`src/rtl/bcnn_pkg.sv`:
```
// Shared types and constants for the binary convolution sequencer.
// Holds the FSM state encoding, datapath widths and the majority threshold helper.
package bcnn_pkg;

   localparam int unsigned ADDR_WIDTH = 12;
   localparam int unsigned DATA_WIDTH = 16;
   localparam int unsigned MAX_K      = 5;
   localparam int unsigned DIM_W      = 5;
   localparam int unsigned IDX_W      = $clog2(MAX_K + 1);
   localparam int unsigned POP_W      = $clog2(MAX_K * MAX_K + 1);

   typedef enum logic [2:0] {
      IDLE, RD_DIM, LD_W, LD_ROWS, COMP, WR, DONE
   } state_t;

   // Majority threshold: an output bit is set when at least half the window agrees.
   function automatic logic [POP_W-1:0] pop_threshold(input logic [DIM_W-1:0] k);
      return POP_W'((32'(k) * 32'(k) + 32'd1) / 32'd2);
   endfunction

endpackage

```
`src/rtl/bcnn_window_popcount.sv`:
```
// Combinational XNOR-popcount of the K x K window whose left edge is column i_col.
// Rows and kernel entries beyond K are masked out.
module bcnn_window_popcount
   import bcnn_pkg::*;
(
   input  logic [MAX_K*DATA_WIDTH-1:0] i_x_rows,
   input  logic [MAX_K*MAX_K-1:0]      i_w_rows,
   input  logic [DIM_W-1:0]            i_col,
   input  logic [DIM_W-1:0]            i_k,
   output logic [POP_W-1:0]            o_pop_c
);

   logic [DATA_WIDTH-1:0] w_xs;
   logic [MAX_K-1:0]      w_ws;

   always_comb begin
      o_pop_c = '0;
      w_xs    = '0;
      w_ws    = '0;
      for (int i = 0; i < int'(MAX_K); i++) begin
         w_xs = i_x_rows[i*DATA_WIDTH +: DATA_WIDTH] >> i_col;
         w_ws = i_w_rows[i*MAX_K +: MAX_K];
         for (int j = 0; j < int'(MAX_K); j++) begin
            if (i < int'(i_k) && j < int'(i_k)) begin
               o_pop_c = o_pop_c + POP_W'(w_xs[j] == w_ws[j]);
            end
         end
      end
   end

endmodule

```
`src/rtl/bcnn_conv_sequencer.sv`:
```
// Run/busy controller for one binary convolution layer: loads N, K, the kernel and a
// sliding K-row window from SRAM, computes one output row per window and writes it back.
module bcnn_conv_sequencer
   import bcnn_pkg::*;
#(
   parameter logic [ADDR_WIDTH-1:0] IN_BASE  = 12'h000,
   parameter logic [ADDR_WIDTH-1:0] W_BASE   = 12'h000,
   parameter logic [ADDR_WIDTH-1:0] OUT_BASE = 12'h000
) (
   input  logic                  clk,
   input  logic                  reset,
   input  logic                  dut_run,
   output logic                  dut_busy,
   output logic [ADDR_WIDTH-1:0] dut_sram_read_address,
   input  logic [DATA_WIDTH-1:0] sram_dut_read_data,
   output logic [ADDR_WIDTH-1:0] dut_wmem_read_address,
   input  logic [DATA_WIDTH-1:0] wmem_dut_read_data,
   output logic                  dut_sram_write_enable,
   output logic [ADDR_WIDTH-1:0] dut_sram_write_address,
   output logic [DATA_WIDTH-1:0] dut_sram_write_data,
   output logic                  cfg_error
);

   state_t                r_state, w_next_state;
   logic [IDX_W-1:0]      r_idx;
   logic [DIM_W-1:0]      r_col, r_row, r_k, r_m;
   logic [DATA_WIDTH-1:0] r_xreg [MAX_K];
   logic [MAX_K-1:0]      r_wreg [MAX_K];
   logic [DATA_WIDTH-1:0] r_out;
   logic                  r_cfg_error, r_busy, r_we;
   logic [ADDR_WIDTH-1:0] r_in_addr, r_w_addr, r_wr_addr;
   logic [DATA_WIDTH-1:0] r_wr_data;

   logic                  w_busy, w_we;
   logic [ADDR_WIDTH-1:0] w_in_addr, w_w_addr, w_wr_addr;
   logic [DATA_WIDTH-1:0] w_wr_data, w_row_bits;
   logic [DIM_W-1:0]      w_n, w_k;
   logic                  w_dim_bad, w_idx_last, w_idx_more, w_col_last, w_row_last;
   logic [MAX_K*DATA_WIDTH-1:0] w_xflat;
   logic [MAX_K*MAX_K-1:0]      w_wflat;
   logic [POP_W-1:0]      w_pop;
   logic                  w_unused_wbits;

   assign w_n            = sram_dut_read_data[DIM_W-1:0];
   assign w_k            = wmem_dut_read_data[DIM_W-1:0];
   assign w_unused_wbits = ^wmem_dut_read_data[DATA_WIDTH-1:MAX_K];
   assign w_dim_bad      = (w_k == '0) || (w_k > DIM_W'(MAX_K)) ||
                           (w_n > DIM_W'(DATA_WIDTH)) || (w_n < w_k);
   assign w_idx_last     = (DIM_W'(r_idx) == r_k);
   assign w_idx_more     = ((DIM_W'(r_idx) + DIM_W'(1)) < r_k);
   assign w_col_last     = (r_col == r_m - DIM_W'(1));
   assign w_row_last     = (r_row == r_m - DIM_W'(1));

   for (genvar g = 0; g < int'(MAX_K); g++) begin : g_flat
      assign w_xflat[g*DATA_WIDTH +: DATA_WIDTH] = r_xreg[g];
      assign w_wflat[g*MAX_K +: MAX_K]           = r_wreg[g];
   end

   bcnn_window_popcount u_pop (
      .i_x_rows (w_xflat),
      .i_w_rows (w_wflat),
      .i_col    (r_col),
      .i_k      (r_k),
      .o_pop_c  (w_pop)
   );

   always_ff @(posedge clk) begin
      if (reset) r_state <= IDLE;
      else       r_state <= w_next_state;
   end

   always_comb begin
      w_next_state = r_state;
      case (r_state)
         IDLE:    if (dut_run) w_next_state = RD_DIM;
         RD_DIM:  if (r_idx != '0) w_next_state = w_dim_bad ? DONE : LD_W;
         LD_W:    if (w_idx_last) w_next_state = LD_ROWS;
         LD_ROWS: if (w_idx_last) w_next_state = COMP;
         COMP:    if (w_col_last) w_next_state = WR;
         WR:      w_next_state = w_row_last ? DONE : LD_ROWS;
         DONE:    w_next_state = IDLE;
         default: w_next_state = IDLE;
      endcase
   end

   // Next values of the registered outputs; read addresses are set one cycle ahead of use.
   always_comb begin
      w_busy     = (w_next_state != IDLE);
      w_we       = (w_next_state == WR);
      w_in_addr  = r_in_addr;
      w_w_addr   = r_w_addr;
      w_wr_addr  = r_wr_addr;
      w_wr_data  = r_wr_data;
      w_row_bits = r_out;
      case (r_state)
         IDLE: begin
            if (dut_run) begin
               w_in_addr = IN_BASE;
               w_w_addr  = W_BASE;
            end
         end
         RD_DIM: if (r_idx != '0) w_w_addr = W_BASE + ADDR_WIDTH'(1);
         LD_W: begin
            if (w_idx_more) w_w_addr = W_BASE + ADDR_WIDTH'(r_idx) + ADDR_WIDTH'(2);
            if (w_idx_last) w_in_addr = IN_BASE + ADDR_WIDTH'(r_row) + ADDR_WIDTH'(1);
         end
         LD_ROWS: begin
            if (w_idx_more)
               w_in_addr = IN_BASE + ADDR_WIDTH'(r_row) + ADDR_WIDTH'(r_idx) + ADDR_WIDTH'(2);
         end
         COMP: begin
            w_row_bits[r_col[3:0]] = (w_pop >= pop_threshold(r_k));
            if (w_col_last) begin
               w_wr_addr = OUT_BASE + ADDR_WIDTH'(r_row);
               w_wr_data = w_row_bits;
            end
         end
         WR: if (!w_row_last) w_in_addr = IN_BASE + ADDR_WIDTH'(r_row) + ADDR_WIDTH'(2);
         default: ;
      endcase
   end

   always_ff @(posedge clk) begin
      if (reset) begin
         r_idx       <= '0;
         r_col       <= '0;
         r_row       <= '0;
         r_k         <= '0;
         r_m         <= '0;
         r_out       <= '0;
         r_cfg_error <= 1'b0;
         r_busy      <= 1'b0;
         r_we        <= 1'b0;
         r_in_addr   <= '0;
         r_w_addr    <= '0;
         r_wr_addr   <= '0;
         r_wr_data   <= '0;
         for (int i = 0; i < int'(MAX_K); i++) begin
            r_xreg[i] <= '0;
            r_wreg[i] <= '0;
         end
      end else begin
         r_busy    <= w_busy;
         r_we      <= w_we;
         r_in_addr <= w_in_addr;
         r_w_addr  <= w_w_addr;
         r_wr_addr <= w_wr_addr;
         r_wr_data <= w_wr_data;
         case (r_state)
            IDLE: begin
               if (dut_run) begin
                  r_idx       <= '0;
                  r_cfg_error <= 1'b0;
               end
            end
            RD_DIM: begin
               if (r_idx == '0) begin
                  r_idx <= IDX_W'(1);
               end else begin
                  r_idx       <= '0;
                  r_row       <= '0;
                  r_k         <= w_k;
                  r_m         <= w_n - w_k + DIM_W'(1);
                  r_cfg_error <= w_dim_bad;
               end
            end
            LD_W: begin
               if (r_idx != '0) r_wreg[r_idx - IDX_W'(1)] <= wmem_dut_read_data[MAX_K-1:0];
               r_idx <= w_idx_last ? '0 : r_idx + IDX_W'(1);
            end
            LD_ROWS: begin
               r_out <= '0;
               r_col <= '0;
               if (r_idx != '0) r_xreg[r_idx - IDX_W'(1)] <= sram_dut_read_data;
               r_idx <= w_idx_last ? '0 : r_idx + IDX_W'(1);
            end
            COMP: begin
               r_out <= w_row_bits;
               r_col <= r_col + DIM_W'(1);
            end
            WR: if (!w_row_last) r_row <= r_row + DIM_W'(1);
            default: ;
         endcase
      end
   end

   assign dut_busy               = r_busy;
   assign dut_sram_read_address  = r_in_addr;
   assign dut_wmem_read_address  = r_w_addr;
   assign dut_sram_write_enable  = r_we;
   assign dut_sram_write_address = r_wr_addr;
   assign dut_sram_write_data    = r_wr_data;
   assign cfg_error              = r_cfg_error;

endmodule

```
`config.mk`:
```
export PLATFORM = sky130hd
export DESIGN_NAME = bcnn_conv_sequencer
export DESIGN_NICKNAME = d
export VERILOG_FILES = /design/src/rtl/bcnn_pkg.sv /design/src/rtl/bcnn_window_popcount.sv /design/src/rtl/bcnn_conv_sequencer.sv
export SDC_FILE = /design/constraint.sdc
export NUM_CORES = 1
export LEC_CHECK = 0
export CAP_MARGIN = 20
export CORE_MARGIN = 2
export CORE_UTILIZATION = 60
export CTS_CLUSTER_DIAMETER = 60
export CTS_CLUSTER_SIZE = 24
export DETAILED_ROUTE_END_ITERATION = 10
export PLACE_DENSITY = 0.92
export SLEW_MARGIN = 30
export SYNTH_ARGS = -nofsm -noshare
export SYNTH_HDL_FRONTEND = slang
export SYNTH_SLANG_ARGS = --single-unit
```
`constraint.sdc`:
```
create_clock -name clk -period 43.6 [get_ports clk]
set_input_delay 8.72 -clock clk [delete_from_list [all_inputs] [get_ports clk]]
set_output_delay 8.72 -clock clk [all_outputs]
set_load 0.03 [all_outputs]
```
Word level (Yosys, flattened, before mapping) --
Memories as Yosys holds them, arrays and structs flattened. Cells that the tools add are included.
Storage, ports and cells: register bits after elaboration 90, RAM bits 105, input bits 35, memories 2
Operators by class: add/sub/neg operators 38, multiply operators 1, order comparisons 12, equal/unequal tests 41, shifts and indexed selects 5, multiplexer cells 71, bitwise gates (word level) 1, reductions and logical operators 35
Memory list:
- r_xreg | words 5, width 16, read ports 5, clocked after Yosys merged registers in 0, wr ports 5, RTL line bcnn_conv_sequencer.sv:27 | logic [DATA_WIDTH-1:0] r_xreg [MAX_K];
- r_wreg | words 5, width 5, read ports 5, clocked after Yosys merged registers in 0, wr ports 5, RTL line bcnn_conv_sequencer.sv:28 | logic [MAX_K-1:0] r_wreg [MAX_K];
Operators by type and width (number):
- 5-bit two-way mux | 27
- 5-bit by 1-bit adder with 5-bit output | 23
- 16-bit by 5-bit right shift with 5-bit output | 5
- 12-bit two-way mux | 6
- 12-bit one-hot mux with 4 select lines | 1
- 12-bit one-hot mux with 3 select lines | 1
- 3-bit two-way mux | 11
- 16-bit one-hot mux with 2 select lines | 1
- 1-bit == test | 25
- 5-bit one-hot mux with 2 select lines | 2
- 3-bit one-hot mux with 6 select lines | 1
- 16-bit bitwise mux | 1
- 1-bit two-way mux | 16
- 16-bit two-way mux | 1
- 16-bit OR reduction | 1
- 5-bit by 1-bit adder with 5-bit output (second input constant) | 3
- 2-bit != test (second input constant) | 7
- 3-bit nonzero test | 4
- 1-bit logical AND | 11
- 5-bit == test | 2
- 1-bit by 5-bit < comparator with 1-bit output (first input constant) | 2
- 2-bit by 5-bit < comparator with 1-bit output (first input constant) | 2
- 3-bit == test (second input constant) | 3
- 3-bit one-hot mux with 3 select lines | 1
- other kinds (38) | 47

Logic depth before layout (Yosys ltp) --
Gate-level depths: netlist of run 1. An unclocked memory read counts as a cell.
depth after elaboration 55, gate-level depth with buffers 86

Modules after synthesis --
From an unflattened synthesis of run 1, not the netlist that was laid out.
Second synthesis, totals: cell total of the unflattened synthesis 1492, area total of the unflattened synthesis 14233.7 um^2
By module, submodules not included:
- bcnn_conv_sequencer | times used 1, cells an instance 799, area an instance 8699.6 um^2, seq. area each 4674.5 um^2
- bcnn_window_popcount | times used 1, cells an instance 693, area an instance 5534.1 um^2, seq. area each 0.0 um^2

Worst setup path after synthesis of run 1 --
Ideal clock, no wire load.
path kind reg2reg, start register r_col[0], end register r_out[5], setup time 128 ps, arrival time 16942 ps, data required time 43472 ps, setup slack 26531 ps, cell stages (with the launch flop) 83, path buffers 5, clock period less this slack 17069 ps, cells stage by stage dfxtp_1 > clkbuf_1 > clkbuf_1 > buf_1 > buf_1 > mux4_2 > o21ai_0 > a211oi_1 > xnor2_1 > ha_1 > a21oi_1 > inv_1 > ha_1 > ha_1 > mux2_2 > a32oi_1 > inv_1 > ha_1 > [47 not listed] > o21a_1 > ha_1 > o21a_1 > ha_1 > o21a_1 > ha_1 > and3_1 > a22o_1 > mux2_2 > o21ai_0 > xnor3_1 > xnor2_1 > ha_1 > a21oi_1 > clkbuf_1 > a31oi_1 > a22oi_1 > nor2_1
Between the ends: cells in the longest elaborated chain, start to end 54, elaborated cells on any way between the ends 87, classes of those cells add/sub: 24; order compare: 3; eq/ne: 25; shift: 5; mux: 29; reduce/logical: 1
Ends and longest elaborated chain:
- from (decl) | RTL line bcnn_conv_sequencer.sv:26 | logic [DIM_W-1:0] r_col, r_row, r_k, r_m;
- from (signal assigned) | RTL line bcnn_conv_sequencer.sv:179 | r_col <= r_col + DIM_W'(1);
- 16-bit by 5-bit right shift with 5-bit output | RTL line bcnn_window_popcount.sv:21 | w_xs = i_x_rows[i*DATA_WIDTH +: DATA_WIDTH] >> i_col;
- 1-bit == test | RTL line bcnn_window_popcount.sv:25 | o_pop_c = o_pop_c + POP_W'(w_xs[j] == w_ws[j]);
- 1-bit two-way mux | RTL line bcnn_window_popcount.sv:24 | if (i < int'(i_k) && j < int'(i_k)) begin
- 1-bit by 1-bit adder with 2-bit output | RTL line bcnn_window_popcount.sv:25
- 5-bit two-way mux | RTL line bcnn_window_popcount.sv:24
- 5-bit by 1-bit adder with 5-bit output | RTL line bcnn_window_popcount.sv:25
- 5-bit two-way mux | RTL line bcnn_window_popcount.sv:24
- 5-bit by 1-bit adder with 5-bit output | RTL line bcnn_window_popcount.sv:25
- [38 not listed]
- 5-bit two-way mux | RTL line bcnn_window_popcount.sv:24
- 5-bit by 1-bit adder with 5-bit output | RTL line bcnn_window_popcount.sv:25
- 5-bit two-way mux | RTL line bcnn_window_popcount.sv:24
- 5-bit by 1-bit adder with 5-bit output | RTL line bcnn_window_popcount.sv:25
- 5-bit two-way mux | RTL line bcnn_window_popcount.sv:24
- 5-bit >= comparator | RTL line bcnn_conv_sequencer.sv:112 | w_row_bits[r_col[3:0]] = (w_pop >= pop_threshold(r_k));
- 16-bit bitwise mux (*) | RTL line bcnn_conv_sequencer.sv:112
- 16-bit one-hot mux with 2 select lines (*) | RTL line bcnn_conv_sequencer.sv:149 | case (r_state)
- to (signal assigned) | RTL line bcnn_conv_sequencer.sv:178 | r_out <= w_row_bits;
- to (decl) | RTL line bcnn_conv_sequencer.sv:29 | logic [DATA_WIDTH-1:0] r_out;
Every way passes the cells marked *; elsewhere a longest branch is shown, timed or not. A chain may end at the register's enable or synchronous reset.

Worst setup path after layout of run 1 --
start register r_col[0], end register r_out[15]
The elaborated chain is that of the path after synthesis.

==> results of run 1 <==
## metal layers
layer	share of wire, %	track usage [%]
met5	0	0
met4	5.5	16.04
met3	11	6.515
met2	47	50.97
met1	37	39.18
## logic make-up after synthesis
family                     after synthesis
DFF                                    181
muxes                                  107
xor gates and xnor gates               116
buffers and inverters                  169
other                                    1
and+or+nand+nor                        519
AOI/OAI and AO/OA                      310
adders and majority gates               91
## cells in the final DEF, fill, tap and decap left out, types with 12 or more instances in the layout
| master | synthesis | layout |
|---|---|---|
| a22oi_1 | 18 | 18 |
| and3_1 | 16 | 16 |
| ha_1 | 86 | 86 |
| xnor2_1 | 74 | 74 |
| buf_4 | 22 | 18 |
| a31oi_1 | 13 | 13 |
| a21oi_1 | 92 | 92 |
| clkbuf_16 | 0 | 20 |
| o21ai_0 | 52 | 52 |
| or2_2 | 12 | 12 |
| conb_1 | 1 | 21 |
| mux2_2 | 19 | 19 |
| and2_1 | 92 | 92 |
| clkdlybuf4s50_1 | 0 | 56 |
| nand2_1 | 133 | 133 |
| nor3_1 | 50 | 50 |
| xor2_1 | 27 | 27 |
| dfxtp_1 | 76 | 74 |
| edfxtp_1 | 105 | 105 |
| o21a_1 | 17 | 17 |
| nor2_1 | 116 | 114 |
| mux2i_1 | 31 | 31 |
| nand3_1 | 32 | 32 |
| inv_1 | 44 | 44 |
| a211oi_1 | 18 | 18 |
| or3_1 | 16 | 16 |
| mux4_2 | 57 | 57 |
## power by group
part / internal, mW / switching [mW]
sequential: 0.187 / 0.0106
combinational: 0.0473 / 0.0734
clock: 0.0850 / 0.0670
## registers in the layout (all words and copies together), names as in the netlist, 4 cells and up
name	flops
r_k	5
dut_sram_write_address	5
r_out	16
r_wreg	25
dut_sram_read_address	6
r_m	5
dut_sram_write_data	16
r_col	5
dut_wmem_read_address	4
r_row	5
r_xreg	80
## worst paths after layout
check | cells after the start | startpoint | endpoint | slack (ns)
worst max-delay path | 80 | r_col[0] | r_out[15] | 25.06
worst min-delay path | 2 | dut_wmem_read_address[1] | dut_wmem_read_address[1] | 0.46
worst min register to register | 2 | dut_wmem_read_address[1] | dut_wmem_read_address[1] | 0.46
worst max register to register | 80 | r_col[0] | r_out[15] | 25.06
## worst max-delay path, delay by kind of cell, from the launching register on
kind            cells  cell delay (ns)
simple gates       20             1.74
mux                 4             1.66
xor+xnor            3             1.00
flops               1             0.75
compound gates     23             4.17
buf+inv             5             1.14
fa+ha+maj          25             7.84
## cell type report
type	instances	area, um^2
repair buffers	75	700.7
clock buffers	24	525.5
fillers	1712	7953
flip-flops and latches	181	4679
clock inverters	8	58.81
well taps	319	399.1
diodes	1	2.502
multi-input cells	1164	8919
inverters	44	165.2
==> flow_summary.toml, run 1 <==
[yosys]
synth_area_leaders = "edfxtp_1 22%, dfxtp_1 11%, mux4_2 9.0%, ha_1 7.6%, xnor2_1 4.6%"
netlist_area_mm2 = 0.01423
yosys.cell_types.count = 79
synth_top_family_by_area = "simple AND/OR/NAND/NOR gates"
synth-seq-cells = 181
yosys.area_share.simple_pct = 18.03
synth.top_cell.area_share_pct = 22.16
synth_mux_area_share_pct = 12.71
post-synth-top-area-cell = "edfxtp_1"
synthXorXnorAreaFrac_pct = 8.485
syn_inst = 1494
avgSynthCellArea_um2 = 9.525
yosysSeqAreaShare_pct = 32.85
ys_warn_count = 0
synth_fa_ha_area_share_pct = 8.265
synthArstFlopShare_pct = 0
ys.flop_type = "edfxtp_1"
synth_edf_count = 105
synth_compound_area_share_pct = 14.55
synth_common_cells = "133 x nand2_1, 116 x nor2_1, 105 x edfxtp_1, 92 x a21oi_1, 92 x and2_1"
yosysMostFrequentCell = "nand2_1"

[die]
core_mm2 = 0.02340
die_h_um = 158
ios = 90
dieArea_mm2 = 0.02496
die_w_um = 158
std_cell_rows = 56
initial_core_util_pct = 60.81

[clock_network]
cts-resized-gates = 0
post_cts_buffers = 0
cts_tree = "built"
htree_levels = 4
clkSinkCount = 181
clk-insertion-delay-late_ns = 0.45
cts_inserted_buffers = 17
cts-root-buf = "clkbuf_16"
ctsHoldBuffers = 0
clk_path_buf_depth = 2
path_clk_slew_ns = 0.07

[layout]
finalNonFillerCells = 1816
layout-drive-gt1-share_pct = 10.49
fin_area_mm2 = 0.01545
fin_nets = 1609
final_util_pct = 66.02
syn_to_final_growth_pct = 8.573

[route]
vias = 12168
drt_iter0_drc = 1700
detail-route-antenna-nets = 0
routed_wl_mm = 38.74
drc = 0
wl_per_cell_um = 21.33
drt-pass1-iter-count = 7
vias_per_cell = 6.700

[timing]
finalClockSkew_ns = 0.009782
worst_slack_ns = 25.06
hold_ws_ns = 0.4592
tightest_slew_ns = 0.9497
rsz0062_at_grt = "no"
fmax_mhz = 53.94
setup_tns_ns = 0
relSlewSlack_pct = 36.62
finalHoldViolations = 0
period_needed_ns = 18.54
setup_viol = 0
final_max_slew_viol_count = 0
period_share_pct = 42.52

[placed_design]
port_buffers = 57
dpl_cell_area_mm2 = 0.01486
place_congestion = 0.9548
place_ws_ns = 25.23
hpwl_mm = 26.43
dp_cells = 1783

[critical_path]
crit_top_cell = "ha_1"
arrival_ns = 18.85
cp-start-kind = "flip-flop"
cp_data_required_time_ns = 43.91
cp_slowest_cell = "dfxtp_4"
worstPathMaxFanout = 40
cpPeakStageDelay_ns = 0.75
critPathCaptureType = "flip-flop"
crit_type = "flip-flop to flip-flop"

[grt]
track_usage_pct = 31.18
grt_max_degree = 56
grt_pass1_wl_mm = 60.69
antenna_found_initial = 0
grt_pass1_vias = 11592
grt_overflow = 0

[pwr]
p_leak_nw = 5.952
p_per_area_mw_per_mm2 = 30.44
design_power_total_mw = 0.4704
vdd_ir_drop_max_mv = 0.02790

[worst_hold_path]
hold_class = "flip-flop to flip-flop"

[run]
maxCapViolCount = 0

[outcome]
status = "completed"
(Power assumes the default switching activity.)
==> run 2: changes to the inputs <==
clock period = 17.21 ns   (was 43.6 ns; I/O delays follow)
==> run 2 against run 1 <==
  * Power grew to 2.5 times the previous value
  * Die area unchanged
  * Clock skew down 0.00087 ns
  * Worst setup slack worse by 24 ns
  * Critical endpoint is now r_out[2]
  * Largest cell class unchanged
  * Highest routed layer unchanged
==> flow_summary.toml, run 2 (synthesis results as in run 1) <==
[placed_design]
port_buffers = 57
place_congestion = 0.9625
hpwl_mm = 25.92
place_ws_ns = 0.0009894

[clock_network]
clkSinkCount = 181
htree_levels = 4
cts_tree = "built"
ctsHoldBuffers = 0
clk_path_buf_depth = 2
clk-insertion-delay-late_ns = 0.45
cts-root-buf = "clkbuf_16"
cts_inserted_buffers = 17
path_clk_slew_ns = 0.07

[timing]
hold_ws_ns = 0.4557
worst_slack_ns = 0.7023
tightest_slew_ns = 0.8899
fmax_mhz = 60.58
finalHoldViolations = 0
period_share_pct = 95.92
finalClockSkew_ns = 0.008907
relSlewSlack_pct = 40.67
period_needed_ns = 16.51
final_max_slew_viol_count = 0
setup_viol = 0

[grt]
grt_pass1_wl_mm = 58.61
grt_max_degree = 53
track_usage_pct = 29.91
grt_overflow = 0
antenna_found_initial = 1
grt_pass1_vias = 11618

[die]
die_h_um = 158
dieArea_mm2 = 0.02496
std_cell_rows = 56
core_mm2 = 0.02340
die_w_um = 158
ios = 90
initial_core_util_pct = 60.81

[critical_path]
cp-start-kind = "flip-flop"
critPathCaptureType = "flip-flop"
rr_endpoint = "r_out[2]"
reg2reg_from = "r_xreg[0][15]"
cp_slowest_cell = "mux4_2"
crit_type = "flip-flop to flip-flop"
arrival_ns = 16.83
r2r_slack_ns = 0.70
crit_top_cell = "ha_1"
cp_data_required_time_ns = 17.53
cpPeakStageDelay_ns = 0.53
ff2ff_path_depth = 82
worstPathMaxFanout = 5

[layout]
reg_top3 = "r_xreg: 80 flops, r_wreg: 25 flops"
syn_to_final_growth_pct = 10.45
final_cell_mix = "132 x nand2_1, 113 x nor2_1, 105 x edfxtp_1"
fin_nets = 1631
seqCellArea_mm2 = 0.004679
multi_input_area_mm2 = 0.009032
final_common_cell = "nand2_1"
fillCellCount = 1652
regMostFlops = "r_xreg"
layout-drive-gt1-share_pct = 12.85
largest_reg_flops = 80

[pwr]
p_per_area_mw_per_mm2 = 75.82
vdd_ir_drop_max_mv = 0.08525
p_leak_nw = 6.072

[route]
vias_per_cell = 6.709
wl_per_cell_um = 20.84
drt-pass1-iter-count = 6
drc = 0
detail-route-antenna-nets = 0
vias = 12332
drt_iter0_drc = 1734
routed_wl_mm = 38.30

[worst_hold_path]
hold_class = "flip-flop to flip-flop"
min_from = "dut_wmem_read_address[1]"
holdPathEnd = "dut_wmem_read_address[1]"
worstHoldPathCells = 2

[outcome]
status = "completed"

[run]
maxCapViolCount = 0
==> run 2: cell count changes in the layout (fill, tap and decap cells not counted), sizes merged <==
cell      previous run  this run
clkbuf              24        19
buf                 19        40
inv                 46        48
clkinv               5        10
clkinvlp             1         0
==> run 2: metrics by stage <==
stage	std cells	power (mW)	instance area (um^2)	util [%]	TNS [ns]
detailed placement	1791	0.8014	14920	63.77	0
floorplan	1514	0.7228	14310	-	0
global route	1837	1.240	15710	67.15	-1.227
CTS	1824	1.160	15480	66.15	0
global placement	1791	0.7852	14920	63.76	0
finish	1838	1.192	15720	67.16	0
==> run 2: report_power, final <==
| part | internal, mW | leakage (nW) | total [mW] | switching (mW) |
|---|---|---|---|---|
| sequential | 0.474 | 1.70 | 0.495 | 0.0212 |
| combinational | 0.134 | 4.11 | 0.332 | 0.198 |
| clock | 0.189 | 0.267 | 0.364 | 0.175 |
==> run 2: final cells by class <==
type,instances,area share [%]
flip-flops and latches,181,29.77
inverters,44,1.051
well taps,319,2.540
clock inverters,14,0.6528
repair buffers,97,5.700
diodes,1,0.01592
clock buffers,18,2.794
multi-input cells,1164,57.47
==> run 2: worst max-delay path by stage <==
stage	start	end	slack, ns	depth (start not counted)
after floorplan	r_col[0]	r_out[5]	0.14	82
after global placement	r_col[0]	r_out[5]	0.46	81
after detailed placement	r_col[0]	r_out[15]	0.001	81
after CTS	r_col[0]	r_out[15]	0.07	81
after global routing	r_xreg[0][10]	r_out[1]	-0.09	83
final	r_xreg[0][15]	r_out[2]	0.70	82
==> run 2: critical path: cells and delay by family, from the launching register on <==
family / cells / cell delay, ns
adders and majority gates: 25 / 7.42
AOI/OAI and AO/OA: 24 / 3.99
and+or+nand+nor: 20 / 1.79
muxes: 3 / 1.30
xor gates and xnor gates: 4 / 0.81
buffers and inverters: 6 / 0.58
DFF: 1 / 0.47
==> run 2: timing repair <==
item	in CTS	in global routing
endpoints found under the setup margin	23	32
gates resized for setup	1	30
gates cloned	0	2
pin swaps	0	20
buffers inserted	1	11
hold endpoints to repair	0	0
==> run 2: per-layer routing <==
metal	GRT usage, %	up-vias	wire length (um)	share of wire (%)
met3	6.378	205	4505	12
met5	0	-	0	0
li1	-	5438	-	-
met4	13.13	0	1790	4.7
met2	49.44	925	18080	47
met1	37.98	5764	13930	36
==> run 3: changes to the inputs <==
clock period = 18.82 ns   (was 17.21 ns; I/O delays follow)
==> run 3 against run 2 <==
  * Die area is the same
  * Non-clock buffer count shrank 19
  * Count of clock-buffer cells in the layout grew 1
  * Wire length is essentially flat
  * Cell count shrank 1.1%
  * Highest routed layer unchanged
==> flow_summary.toml, run 3 (synthesis results as in run 1) <==
[timing]
period_needed_ns = 17.69
finalClockSkew_ns = 0.01389
rsz0062_at_grt = "no"
period_share_pct = 94.02
final_max_slew_viol_count = 0
setup_viol = 0
fmax_mhz = 56.51
finalHoldViolations = 0
relSlewSlack_pct = 38.32
tightest_slew_ns = 0.9252
setup_tns_ns = 0

[pwr]
seq_power_share_pct = 41.9
p_per_area_mw_per_mm2 = 70.43
pwr-share-clk_pct = 32.2
vdd_ir_drop_max_mv = 0.06719
p_int_mw = 0.7287
switching_share_pct = 33.12
comb_power_share_pct = 25.9
switchingPower_mw = 0.3609
p_leak_nw = 5.969

[layout]
regMostFlops = "r_xreg"
final_cell_mix = "133 x nand2_1, 114 x nor2_1, 105 x edfxtp_1"
final_common_cell = "nand2_1"
multi_input_area_mm2 = 0.008919
fillCellCount = 1661
syn_to_final_growth_pct = 8.713
fin_area_mm2 = 0.01547
seqCellArea_mm2 = 0.004679
layout-drive-gt1-share_pct = 10.81
fin_nets = 1612
largest_reg_flops = 80
reg_top3 = "r_xreg: 80 flops, r_wreg: 25 flops"

[worst_hold_path]
hold_class = "flip-flop to flip-flop"

[clock_network]
post_cts_buffers = 0
cts-root-buf = "clkbuf_16"
clk_path_buf_depth = 2
clk-insertion-delay-late_ns = 0.45
clkSinkCount = 181
htree_levels = 4
cts_inserted_buffers = 17
ctsHoldBuffers = 0
path_clk_slew_ns = 0.07
cts-resized-gates = 0
cts_tree = "built"

[critical_path]
cp_slowest_cell = "dfxtp_2"
worstPathMaxFanout = 22
critPathCaptureType = "flip-flop"
cpPeakStageDelay_ns = 0.67
crit_top_cell = "ha_1"
cp_data_required_time_ns = 19.11
cp-start-kind = "flip-flop"
arrival_ns = 17.99
crit_type = "flip-flop to flip-flop"

[route]
routed_wl_mm = 38.30
drt_iter0_drc = 1549
wl_per_cell_um = 21.07
drt-pass1-iter-count = 8
drc = 0
detail-route-antenna-nets = 0
vias_per_cell = 6.700
vias = 12180

[grt]
grt_max_degree = 85
grt_pass1_vias = 11504
antenna_found_initial = 1
grt_overflow = 0
grt_pass1_wl_mm = 59.57
track_usage_pct = 30.58

[die]
core_mm2 = 0.02340
dieArea_mm2 = 0.02496
die_h_um = 158
ios = 90
std_cell_rows = 56
initial_core_util_pct = 60.81
die_w_um = 158

[placed_design]
hpwl_mm = 26.34
dpl_cell_area_mm2 = 0.01488
place_congestion = 0.9477
port_buffers = 57

[outcome]
status = "completed"

[run]
maxCapViolCount = 0
run 3: cell types whose count changed in the layout (fill, tap and decap cells not counted), moves of 4 or more:
cell / delta
clkinv_1: -4
ha_1: +4
buf_4: -15
o21ai_0: +5
clkinv_4: -4
a21oi_1: +4
run 3: layer usage:
metal | global-route usage, % | vias up | part of all wire (%)
li1 | - | 5402 | -
met4 | 13.30 | 0 | 4.7
met1 | 39.01 | 5749 | 37
met5 | 0 | - | 0
met3 | 5.557 | 179 | 10
met2 | 51.08 | 850 | 48
run 3: final cells by class:
class,count,area share (%)
Multi-Input combinational cell,1164,57.65
Sequential cell,181,30.25
Timing Repair Buffer,78,4.756
Clock buffer,19,3.001
Tap cell,319,2.580
Inverter,44,1.068
Clock inverter,12,0.6794
Antenna cell,1,0.01618
run 3: through the flow:
step	utilization [%]	setup slack, ns	hold slack, ns	power, mW	std cells
floorplan	-	1.751	0.4494	0.6610	1514
global placement	63.56	1.779	0.4435	0.7192	1785
detailed placement	63.57	1.404	0.4480	0.7328	1785
CTS	66.01	1.338	0.4584	1.079	1816
global route	66.09	0.02422	0.4790	1.128	1817
finish	66.10	1.125	0.4583	1.090	1818
run 3: path summary, 6_finish.rpt:
check,to,start,slack [ns],cells past startpoint
max reg2reg,r_out[10],r_col[2],1.13,79
max,r_out[10],r_col[2],1.13,79
min,dut_wmem_read_address[0],dut_wmem_read_address[0],0.46,2
min reg2reg,dut_wmem_read_address[0],dut_wmem_read_address[0],0.46,2
run 3: power groups by stage:
stage / clock [mW] / sequential, mW / combinational (mW)
4_1_cts: 0.349 / 0.455 / 0.275
2_1_floorplan: 0 / 0.458 / 0.203
3_3_place_gp: 0 / 0.462 / 0.258
3_5_place_dp: 0 / 0.464 / 0.269
6_report: 0.351 / 0.457 / 0.282
5_1_grt: 0.364 / 0.458 / 0.307
run 3: worst max-delay path: cells and delay by family (launching register included):
family	cells	cell delay, ns
AO/OA/AOI/OAI	21	3.73
XOR/XNOR	5	1.43
adder cells (fa/ha/maj)	24	7.55
buffers and inverters	5	0.92
flip-flops	1	0.67
multiplexers	3	1.09
AND/OR/NAND/NOR	21	2.14
